$ cat config.mk
export PLATFORM = sky130hd
export DESIGN_NAME = alu_issue_ctrl
export DESIGN_NICKNAME = d
export VERILOG_FILES = /design/src/rtl/alu_issue_ctrl.sv
export SDC_FILE = /design/constraint.sdc
export NUM_CORES = 1
export LEC_CHECK = 0
export BUFFER_PORTS_ARGS = -buffer_cell sky130_fd_sc_hd__buf_2
export CORE_ASPECT_RATIO = 0.9
export CORE_MARGIN = 10
export CORE_UTILIZATION = 43
export CTS_CLUSTER_DIAMETER = 30
export DETAILED_ROUTE_END_ITERATION = 8
export PLACE_DENSITY = 0.81
export REMOVE_ABC_BUFFERS = 1
export SLEW_MARGIN = 20
export SYNTH_ARGS = -nofsm -noshare
export SYNTH_HDL_FRONTEND = slang
export SYNTH_SLANG_ARGS = --single-unit
$ cat constraint.sdc
create_clock -name clk -period 2.16 [get_ports clk]
set_clock_uncertainty 0.1 [all_clocks]
set_input_delay 0.324 -clock clk [delete_from_list [all_inputs] [get_ports clk]]
set_output_delay 0.324 -clock clk [all_outputs]
set_load 0.03 [all_outputs]
$ cat src/rtl/alu_issue_ctrl.sv
// Issue/retire controller in front of a combinational 32-bit ALU: decodes one instruction
// per handshake, drives registered ALU inputs and returns a registered write-back/branch outcome.
module alu_issue_ctrl #(
    parameter int         XLEN   = 32,
    parameter logic [3:0] OP_ADD = 4'b0010,
    parameter logic [3:0] OP_SUB = 4'b0110,
    parameter logic [3:0] OP_AND = 4'b0000,
    parameter logic [3:0] OP_OR  = 4'b0001
) (
    input  logic            clk,
    input  logic            reset,
    input  logic            in_valid,
    output logic            in_ready,
    input  logic [6:0]      opcode,
    input  logic [2:0]      funct3,
    input  logic            funct7_5,
    input  logic [XLEN-1:0] rs1_val,
    input  logic [XLEN-1:0] rs2_val,
    input  logic [XLEN-1:0] imm,
    output logic [XLEN-1:0] alu_a,
    output logic [XLEN-1:0] alu_b,
    output logic [3:0]      alu_op,
    input  logic [XLEN-1:0] alu_result,
    input  logic            alu_zero,
    output logic            out_valid,
    input  logic            out_ready,
    output logic [XLEN-1:0] wb_data,
    output logic            wb_en,
    output logic            branch_taken,
    output logic            illegal
);

    // state | meaning
    // IDLE  | in_ready high, waiting for an instruction
    // EXEC  | ALU inputs held one full cycle, result captured at the edge
    // DONE  | out_valid high, outputs frozen until out_ready

    localparam logic [6:0] OPC_R      = 7'b0110011;
    localparam logic [6:0] OPC_I      = 7'b0010011;
    localparam logic [6:0] OPC_LOAD   = 7'b0000011;
    localparam logic [6:0] OPC_STORE  = 7'b0100011;
    localparam logic [6:0] OPC_BRANCH = 7'b1100011;

    typedef enum logic [1:0] {IDLE, EXEC, DONE} state_t;
    state_t state;

    logic [XLEN-1:0] dec_a, dec_b;
    logic [3:0]      dec_op;
    logic            dec_illegal, dec_wb, dec_branch, dec_bne;
    logic            pend_wb, pend_branch, pend_bne;

    always_comb begin
        dec_a       = rs1_val;
        dec_b       = rs2_val;
        dec_op      = OP_ADD;
        dec_illegal = 1'b0;
        dec_wb      = 1'b0;
        dec_branch  = 1'b0;
        dec_bne     = 1'b0;
        case (opcode)
            OPC_R: begin
                dec_wb = 1'b1;
                case (funct3)
                    3'b000:  dec_op = funct7_5 ? OP_SUB : OP_ADD;
                    3'b111:  dec_op = OP_AND;
                    3'b110:  dec_op = OP_OR;
                    default: dec_illegal = 1'b1;
                endcase
            end
            OPC_I: begin
                dec_b  = imm;
                dec_wb = 1'b1;
                case (funct3)
                    3'b000:  dec_op = OP_ADD;
                    3'b111:  dec_op = OP_AND;
                    3'b110:  dec_op = OP_OR;
                    default: dec_illegal = 1'b1;
                endcase
            end
            OPC_LOAD, OPC_STORE: begin
                dec_b  = imm;
                dec_op = OP_ADD;
            end
            OPC_BRANCH: begin
                dec_op     = OP_SUB;
                dec_branch = 1'b1;
                case (funct3)
                    3'b000:  dec_bne = 1'b0;
                    3'b001:  dec_bne = 1'b1;
                    default: dec_illegal = 1'b1;
                endcase
            end
            default: dec_illegal = 1'b1;
        endcase
        // an illegal decode must never reach the ALU with anything but the idle add of zeros
        if (dec_illegal) begin
            dec_a      = '0;
            dec_b      = '0;
            dec_op     = OP_ADD;
            dec_wb     = 1'b0;
            dec_branch = 1'b0;
            dec_bne    = 1'b0;
        end
    end

    always_ff @(posedge clk) begin
        if (reset) begin
            state        <= IDLE;
            in_ready     <= 1'b1;
            out_valid    <= 1'b0;
            alu_a        <= '0;
            alu_b        <= '0;
            alu_op       <= OP_ADD;
            wb_data      <= '0;
            wb_en        <= 1'b0;
            branch_taken <= 1'b0;
            illegal      <= 1'b0;
            pend_wb      <= 1'b0;
            pend_branch  <= 1'b0;
            pend_bne     <= 1'b0;
        end else begin
            case (state)
                IDLE: begin
                    if (in_valid) begin
                        in_ready     <= 1'b0;
                        alu_a        <= dec_a;
                        alu_b        <= dec_b;
                        alu_op       <= dec_op;
                        wb_en        <= 1'b0;
                        branch_taken <= 1'b0;
                        wb_data      <= '0;
                        illegal      <= dec_illegal;
                        pend_wb      <= dec_wb;
                        pend_branch  <= dec_branch;
                        pend_bne     <= dec_bne;
                        if (dec_illegal) begin
                            out_valid <= 1'b1;
                            state     <= DONE;
                        end else begin
                            state <= EXEC;
                        end
                    end
                end
                EXEC: begin
                    wb_data      <= alu_result;
                    wb_en        <= pend_wb;
                    branch_taken <= pend_branch & (pend_bne ? ~alu_zero : alu_zero);
                    out_valid    <= 1'b1;
                    state        <= DONE;
                end
                DONE: begin
                    if (out_ready) begin
                        out_valid <= 1'b0;
                        in_ready  <= 1'b1;
                        state     <= IDLE;
                    end
                end
                default: begin
                    state     <= IDLE;
                    in_ready  <= 1'b1;
                    out_valid <= 1'b0;
                end
            endcase
        end
    end

endmodule

==> flow_summary.json, run 1 <==
{
  "place_congestion": 0.883,
  "synth.largest_area_cell": "dfxtp_1",
  "drtAntennaViolNets": 0,
  "routed_via_density": 5.21,
  "drtIter0Drc": 259,
  "worst_slew_pin_slew_ns": 0.918,
  "leakage_nw": 2.85,
  "slew_headroom_pct": 38.6,
  "grt_pass1_wl_mm": 21.4,
  "io_pins": 249,
  "layout.nets": 811,
  "seq_area_frac_synth_pct": 52.9,
  "fill_cells": 786,
  "start_kind": "register",
  "yosysWarnings": 0,
  "worstSetupPathType": "register to register",
  "grt_pass1_vias": 4248,
  "finalSetupViolations": 0,
  "cts_hold_buf": 0,
  "hp-class": "input pin to register",
  "insertion_delay_ns": 0.35,
  "drc": 0,
  "cp.arrival_ns": 2.15,
  "grt_antenna_before_repair": 3,
  "rows": 33,
  "max_cap_violations": 0,
  "powerDensity_nw_per_um2": 631,
  "die_area_um2": 13900,
  "status": "completed",
  "postCtsResizedCells": 0,
  "setup_ws_ns": 0.195,
  "setup_tns_ns": 0,
  "cts_setup_buffers": 0,
  "start_util_pct": 44.6,
  "regArea_um2": 2180,
  "track_usage_pct": 19.1,
  "io_buffer_count": 247,
  "synth_area_leaders": "dfxtp_1 53%, mux2i_1 7.8%, a22o_1 6.8%",
  "cts_tree": "built",
  "grt_max_degree": 46,
  "synth.cell_area_um2": 4120,
  "fp.dieH_um": 113,
  "area_growth_pct": 36.4,
  "yosysUniqueCellTypes": 43,
  "cts.clk_slew.worst_paths_ns": 0.10,
  "wl_mm": 14.1,
  "htree_levels": 3,
  "syn-instance-count": 435,
  "cp_data_required_time_ns": 2.34,
  "slew_violations": 0,
  "core_region_area_um2": 9250,
  "grt_setup_unrepaired": "no",
  "dpl.hpwl_mm": 11.3,
  "ys_seq_elements": 109,
  "numCtsBuffers": 9,
  "cts_max_path_buffers": 2,
  "root_buffer": "clkbuf_8",
  "max_freq_mhz": 509,
  "fin_crit_ns": 1.96,
  "fin_crit_sh_pct": 91.0,
  "drt-pass1-iter-count": 5,
  "peakVddDrop_uv": 331,
  "die_x_um": 123,
  "post-place-ws_ns": 0.0470,
  "clkSinkCount": 109,
  "drive_gt1_share_pct": 42.7,
  "vias": 4151,
  "multi_input_comb_area_um2": 1760,
  "grt_overflow_total": 0,
  "yosys.area.top_type_share_pct": 52.9,
  "wl_per_cell_um": 17.7,
  "syn_area_per_cell_um2": 9.48,
  "finalHoldViolations": 0,
  "end_kind": "register",
  "path_max_fanout": 34
}
-- state kept, by name, summed over array words and instances (netlist names), 2 cells and up --
| name | flops |
|---|---|
| state | 2 |
| alu_a | 32 |
| alu_op | 3 |
| wb_data | 32 |
| alu_b | 32 |
-- cells by family (layout without fill, tap and decap cells) --
logic type	after synthesis	count (layout)	share of synthesized area (%)
DFF	109	109	52.9
buffers and inverters	38	275	4.70
other	1	3	0.0909
AOI/OAI and AO/OA	122	122	19.8
xor gates and xnor gates	1	1	0.212
muxes	32	32	7.77
and+or+nand+nor	132	132	14.6
-- cell usage in the layout, fill, tap and decap left out, drive strengths merged, types with 2 or more instances in the layout --
cell type and instances:
a22o 32, nand2b 2, or3 2, buf 257, nor2b 2, dfxtp 109, clkinv 2, inv 3
nand2 73, diode 2, clkbuf 11, clkinvlp 2, a21oi 40, a211o 3, a211oi 2, nor2 8
nand3 35, or3b 2, a21o 2, mux2i 32, o21ai 37, nor3 2
-- synthesized netlist by cell type (all sizes together) --
cell       n
a211o      3
a211oi     2
a21o       2
a21oi     40
a22o      32
a22oi      1
and4bb     1
buf       10
clkbuf    26
conb       1
dfxtp    109
inv        2
mux2i     32
nand2     73
nand2b     2
nand3     35
nand4bb    1
nor2       8
nor2b      2
nor3       2
nor3b      1
nor4       1
nor4b      1
o211a      1
o211ai     1
o21a       1
o21ai     37
o22a       1
o31a       1
or3        2
or3b       2
or4b       1
xor2       1
-- worst paths after layout --
check / start / endpoint / slack [ns] / depth (start not counted)
setup / recovery: state[1] / alu_b[26] / 0.20 / 5
hold / removal: rs1_val[10] / alu_a[10] / 0.07 / 2
setup reg to reg: state[1] / alu_b[26] / 0.20 / 5
hold reg to reg: alu_b[19] / alu_b[19] / 0.35 / 2
-- worst max-delay path: stages, from the launching register on --
cell	delay, ns
dfxtp_1	0.33
nor3b_1	0.41
buf_4	0.20
nand2_1	0.14
a211o_4	0.50
o21ai_1	0.20
-- report_power, final --
group | internal [mW] | switching, mW
Clock | 0.495 | 0.693
Sequential | 2.02 | 0.00767
Combinational | 0.148 | 0.182
-- through the flow --
step / std cells / cell area (um^2) / total power [mW] / hold slack, ns / util [%]
2_1_floorplan: 399 / 3940 / 2.20 / 0.293 / -
3_3_place_gp: 778 / 5430 / 2.40 / 0.333 / 58.7
3_5_place_dp: 778 / 5430 / 2.41 / 0.338 / 58.7
4_1_cts: 794 / 5620 / 3.57 / 0.0539 / 60.8
5_1_grt: 796 / 5630 / 3.68 / 0.0542 / 60.8
6_report: 796 / 5630 / 3.55 / 0.0678 / 60.8
-- metal layers --
layer  vias up  global-route usage (%)  share of wire [%]
li1       1994                       -                  -
met1      1920                    19.8                 35
met2       213                    32.8                 48
met3        24                    8.80                 14
met4         0                    7.21                2.5
met5         -                       0                  0
-- cell type report --
class | instances | share of cell area, %
Antenna cell | 2 | 0.0889
Clock buffer | 11 | 2.69
Clock inverter | 5 | 0.778
Inverter | 2 | 0.133
Multi-Input combinational cell | 288 | 31.3
Sequential cell | 109 | 38.8
Tap cell | 122 | 2.71
Timing Repair Buffer | 257 | 23.5
Power figures use the tool's default switching activity.
==> run 2: changes to the inputs <==
--- a/config.mk
+++ b/config.mk
@@ -11,6 +11,7 @@
 export CORE_UTILIZATION = 43
 export CTS_CLUSTER_DIAMETER = 30
 export DETAILED_ROUTE_END_ITERATION = 8
+export MAX_ROUTING_LAYER = met4
 export PLACE_DENSITY = 0.81
 export REMOVE_ABC_BUFFERS = 1
 export SLEW_MARGIN = 20
==> run 2 against run 1 <==
Routed wire length rose by 0.21%. Setup slack improved by 0.0020 ns. Via count rose by 0.41%. First-iteration DRC count rose by 13%. Sequential power barely moved. Sequential share of layout area barely moved. Combinational power barely moved. Register-to-register slack barely moved. Hold slack improved by 0.0012 ns. Highest routed layer unchanged.
==> flow_summary.json, run 2 (synthesis results as in run 1) <==
{
  "htree_levels": 3,
  "wl_per_cell_um": 17.7,
  "io_buffer_count": 247,
  "root_buffer": "clkbuf_8",
  "r2r-start": "state[1]",
  "fin_crit_sh_pct": 90.9,
  "fin_crit_ns": 1.96,
  "crit_chain": "nor3b_1, buf_4, nand2_1, a211o_4, o21ai_1",
  "drtIter0Drc": 292,
  "die_x_um": 123,
  "reg_top3": "alu_a (32), alu_b (32), wb_data (32)",
  "fill_cells": 787,
  "r2r_cells": 5,
  "grt_max_degree": 46,
  "postCtsResizedCells": 0,
  "most-common-layout-cells": "247 x buf_2, 109 x dfxtp_1, 72 x nand2_1",
  "crit_buf_inv": 1,
  "grt_pass1_vias": 4265,
  "regArea_um2": 2180,
  "grt_antenna_before_repair": 3,
  "cts.clk_slew.worst_paths_ns": 0.10,
  "rows": 33,
  "finalHoldViolations": 0,
  "drive_gt1_share_pct": 42.7,
  "leakage_nw": 2.85,
  "hold_start": "rs1_val[10]",
  "worstSetupPathType": "register to register",
  "cts_tree": "built",
  "status": "completed",
  "core_region_area_um2": 9250,
  "final_common_cell": "buf_2",
  "end_kind": "register",
  "grt_overflow_total": 0,
  "min_path_cells": 2,
  "cp.arrival_ns": 2.15,
  "multi_input_comb_area_um2": 1760,
  "slowest_stage": "a211o_4",
  "slew_violations": 0,
  "max_cap_violations": 0,
  "dpl.hpwl_mm": 11.3,
  "cts_max_path_buffers": 2,
  "whs_endpoint": "alu_a[10]",
  "cts_setup_buffers": 0,
  "grt_pass1_wl_mm": 21.3,
  "peakVddDrop_uv": 333,
  "io_pins": 249,
  "critPathTopFamily": "compound AO/OA/AOI/OAI gates",
  "insertion_delay_ns": 0.35,
  "grt_setup_unrepaired": "no",
  "start_kind": "register",
  "routed_via_density": 5.23,
  "slew_headroom_pct": 40.0,
  "powerDensity_nw_per_um2": 631,
  "place_congestion": 0.897,
  "timing.rr.end": "alu_b[26]",
  "worst_slew_pin_slew_ns": 0.898,
  "vias": 4168,
  "power.total_mw": 3.55,
  "wl_mm": 14.1,
  "drc": 0,
  "cpPeakStageDelay_ns": 0.51,
  "cp_data_required_time_ns": 2.34,
  "path_max_fanout": 34,
  "die_area_um2": 13900,
  "max_freq_mhz": 510,
  "start_util_pct": 44.6,
  "clkSinkCount": 109,
  "cts_hold_buf": 0,
  "whs_ns": 0.0689,
  "area_growth_pct": 36.5,
  "drtAntennaViolNets": 0,
  "finalSetupViolations": 0,
  "numCtsBuffers": 9,
  "fp.dieH_um": 113,
  "drt-pass1-iter-count": 4,
  "track_usage_pct": 19.6,
  "r2r_slack_ns": 0.20,
  "hp-class": "input pin to register",
  "layout.nets": 811
}
run 2: worst max path at each step:
stage	start	endpoint	slack, ns	cells past startpoint
finish	state[1]	alu_b[26]	0.20	5
global route	state[1]	alu_b[26]	0.06	5
CTS	state[1]	alu_b[26]	0.18	5
detailed placement	in_valid	alu_b[26]	0.05	6
global placement	in_valid	alu_b[3]	0.13	6
floorplan	in_valid	alu_a[0]	-0.89	3
run 2: cell type report:
cell class                      count  area share, %
Tap cell                          122           2.71
Multi-Input combinational cell    288           31.3
Clock inverter                      5          0.778
Sequential cell                   109           38.8
Inverter                            2          0.133
Clock buffer                       11           2.69
Antenna cell                        3          0.133
Timing Repair Buffer              257           23.5
run 2: metrics by stage:
stage	util [%]	setup WS, ns	setup TNS (ns)	std cells	cell area [um^2]
6_report	60.9	0.197	0	797	5630
2_1_floorplan	-	-0.885	-55.79	399	3940
3_5_place_dp	58.7	0.0470	0	778	5430
5_1_grt	60.9	0.0573	0	797	5630
3_3_place_gp	58.7	0.126	0	778	5430
4_1_cts	60.8	0.180	0	794	5620
run 2: routing by layer:
metal,wire (um),vias to the layer above,global-route usage (%)
li1,-,1998,-
met1,5260,1920,20.8
met5,0,-,-
met4,327,0,7.21
met2,6760,225,32.8
met3,1780,25,7.06
run 2: where the power goes:
group          internal, mW  switching (mW)
combinational         0.148           0.183
sequential             2.02         0.00766
clock                 0.496           0.696
run 2: worst register-to-register path, delay by kind of cell, from the launching register on:
kind | cells | cell delay, ns
AOI/OAI and AO/OA | 2 | 0.72
and+or+nand+nor | 2 | 0.55
DFF | 1 | 0.33
buffers and inverters | 1 | 0.20
==> run 3: changes to the inputs <==
--- a/config.mk
+++ b/config.mk
@@ -5,10 +5,11 @@
 export SDC_FILE = /design/constraint.sdc
 export NUM_CORES = 1
 export LEC_CHECK = 0
+export ABC_AREA = 1
 export BUFFER_PORTS_ARGS = -buffer_cell sky130_fd_sc_hd__buf_2
 export CORE_ASPECT_RATIO = 0.9
 export CORE_MARGIN = 10
-export CORE_UTILIZATION = 43
+export CORE_UTILIZATION = 44
 export CTS_CLUSTER_DIAMETER = 30
 export DETAILED_ROUTE_END_ITERATION = 8
 export MAX_ROUTING_LAYER = met4
==> run 3 against run 2 <==
Sequential share of layout area fell by 1.7 points. Area after synthesis is 6.4% higher. Via count increased by 10%. Maximum frequency grew 6.6%. Highest routed layer unchanged.
==> flow_summary.json, run 3 <==
{
  "cts_max_path_buffers": 2,
  "vias": 4605,
  "leakage_nw": 2.85,
  "crit_start": "state[1]",
  "reg_top3": "alu_a (32), alu_b (32), wb_data (32)",
  "cts_tree": "built",
  "fin_crit_ns": 1.84,
  "start_util_pct": 45.2,
  "fin_cells": 980,
  "max_cap_violations": 0,
  "r2r-start": "state[1]",
  "drc": 0,
  "most-common-layout-cells": "254 x nand2_1, 246 x buf_2, 109 x dfxtp_1",
  "layout.nets": 992,
  "power.total_mw": 3.64,
  "routed_via_density": 4.70,
  "syn_area_per_cell_um2": 7.07,
  "yosys.area.top_type_share_pct": 49.7,
  "yosys-top-cells-count": "254 x nand2_1, 109 x dfxtp_1, 107 x a21oi_1",
  "htree_levels": 3,
  "p_clk_share_pct": 33.3,
  "core_region_area_um2": 9700,
  "fp.dieH_um": 115,
  "post-place-ws_ns": 0.298,
  "drive_gt1_share_pct": 32.6,
  "cpPeakStageDelay_ns": 0.60,
  "synth.largest_area_cell": "dfxtp_1",
  "slew_headroom_pct": 49.6,
  "peakVddDrop_uv": 462,
  "max_freq_mhz": 543,
  "grt_max_degree": 66,
  "regArea_um2": 2180,
  "root_buffer": "clkbuf_8",
  "synth-main-ff-cell": "dfxtp_1",
  "drtIter0Drc": 236,
  "crit_chain": "nor2_1, nand2_2, inv_1, nor2_4, nand2_1, a21oi_1",
  "place_inst": 963,
  "crit_buf_inv": 1,
  "ys_seq_elements": 109,
  "critPathTopFamily": "simple AND/OR/NAND/NOR gates",
  "grt_pass1_vias": 4389,
  "track_usage_pct": 19.0,
  "clkSinkCount": 109,
  "cts.clk_slew.worst_paths_ns": 0.10,
  "path_max_fanout": 35,
  "io_buffer_count": 247,
  "insertion_delay_ns": 0.36,
  "yosys.cell_count.top_type": "nand2_1",
  "seqPwrFrac_pct": 55.9,
  "drt-pass1-iter-count": 4,
  "hp-class": "input pin to register",
  "area_growth_pct": 34.1,
  "synth_area_leaders": "dfxtp_1 50%, nand2_1 22%, a21oi_1 12%",
  "die_area_um2": 14400,
  "seq_area_frac_synth_pct": 49.7,
  "yosysUniqueCellTypes": 24,
  "die_x_um": 125,
  "io_pins": 249,
  "drtAntennaViolNets": 0,
  "dpl.hpwl_mm": 10.7,
  "hold_start": "rs1_val[20]",
  "worst_slew_pin_slew_ns": 0.754,
  "cp_data_required_time_ns": 2.35,
  "final_common_cell": "nand2_1",
  "start_kind": "register",
  "wl_mm": 14.0,
  "grt_overflow_total": 0,
  "worstSetupPathType": "register to register",
  "status": "completed",
  "grt_pass1_wl_mm": 22.0,
  "cp.arrival_ns": 2.03,
  "rows": 34,
  "finalSetupViolations": 0,
  "p_comb_share_pct": 10.8,
  "grt_antenna_before_repair": 1,
  "grt_setup_unrepaired": "no",
  "fill_cells": 931,
  "wl_per_cell_um": 14.3,
  "finalHoldViolations": 0,
  "cts_hold_buf": 0,
  "yosysWarnings": 0,
  "p_int_mw": 2.72,
  "fin_crit_sh_pct": 85.2,
  "syn-instance-count": 621,
  "synth-edff-count": 0,
  "slowest_stage": "nor2_4",
  "async_flop_share_pct": 0,
  "numCtsBuffers": 9,
  "p_switching_uw": 922,
  "slew_violations": 0,
  "cts_setup_buffers": 0,
  "setup_ws_ns": 0.319,
  "synth.cell_area_um2": 4390,
  "powerDensity_nw_per_um2": 620,
  "place_congestion": 0.835,
  "switching_share_pct": 25.3,
  "postCtsResizedCells": 0,
  "end_kind": "register",
  "multi_input_comb_area_um2": 1850
}
run 3: cell count changes in the layout (fill, tap and decap cells not counted), sizes merged, moves of 3 or more:
cell | previous run | this run
a211o | 3 | 0
a21oi | 40 | 107
a22o | 32 | 0
inv | 3 | 46
mux2i | 32 | 0
nand2 | 73 | 255
nand3 | 35 | 7
nor2 | 8 | 11
run 3: per-layer routing:
metal / part of all wire [%] / track usage [%] / vias to the layer above
met2: 46 / 29.3 / 178
li1: - / - / 2403
met4: 1.2 / 4.75 / 0
met1: 43 / 22.2 / 2011
met5: 0 / - / -
met3: 10 / 8.74 / 13
run 3: final cells by class:
cell class                 count  area share (%)
timing repair buffer         255            22.5
clock buffer                  11            2.23
antenna                        1          0.0425
sequential                   109            37.1
clock inverter                 5            1.04
tap                          126            2.68
multi-input combinational    427            31.5
inverter                      46            2.93
run 3: kinds of logic (layout without fill, tap and decap cells):
family / after synthesis / after routing / synth area share (%)
flip-flops: 109 / 109 / 49.7
XOR/XNOR: 1 / 1 / 0.200
buffers and inverters: 85 / 317 / 8.07
AO/OA/AOI/OAI: 145 / 145 / 16.5
other: 1 / 2 / 0.0855
AND/OR/NAND/NOR: 280 / 280 / 25.4
run 3: final timing paths:
check	end	slack (ns)	cells after the start
min	alu_a[20]	0.09	3
min reg2reg	wb_data[26]	0.36	2
max reg2reg	wb_data[17]	0.32	6
max	wb_data[17]	0.32	6
run 3: power groups by stage:
stage	registers, mW	clock network (mW)	logic (mW)
6_report	2.04	1.21	0.395
2_1_floorplan	2.11	0	0.137
5_1_grt	2.04	1.33	0.446
3_3_place_gp	2.08	0	0.396
3_5_place_dp	2.08	0	0.398
4_1_cts	2.04	1.25	0.399
run 3: tightest hold or removal path: cells and delay by family:
family,cells,cell delay [ns]
buffers and inverters,1,0.10
and+or+nand+nor,1,0.05
AOI/OAI and AO/OA,1,0.05
run 3: metrics by stage:
step                util, %  cell area [um^2]  hold slack, ns  TNS [ns]
floorplan                 -              4210           0.293    -18.09
CTS                    60.6              5880          0.0723         0
detailed placement     58.6              5690           0.347         0
global route           60.7              5880          0.0711         0
global placement       58.6              5690           0.345         0
finish                 60.7              5880          0.0910         0
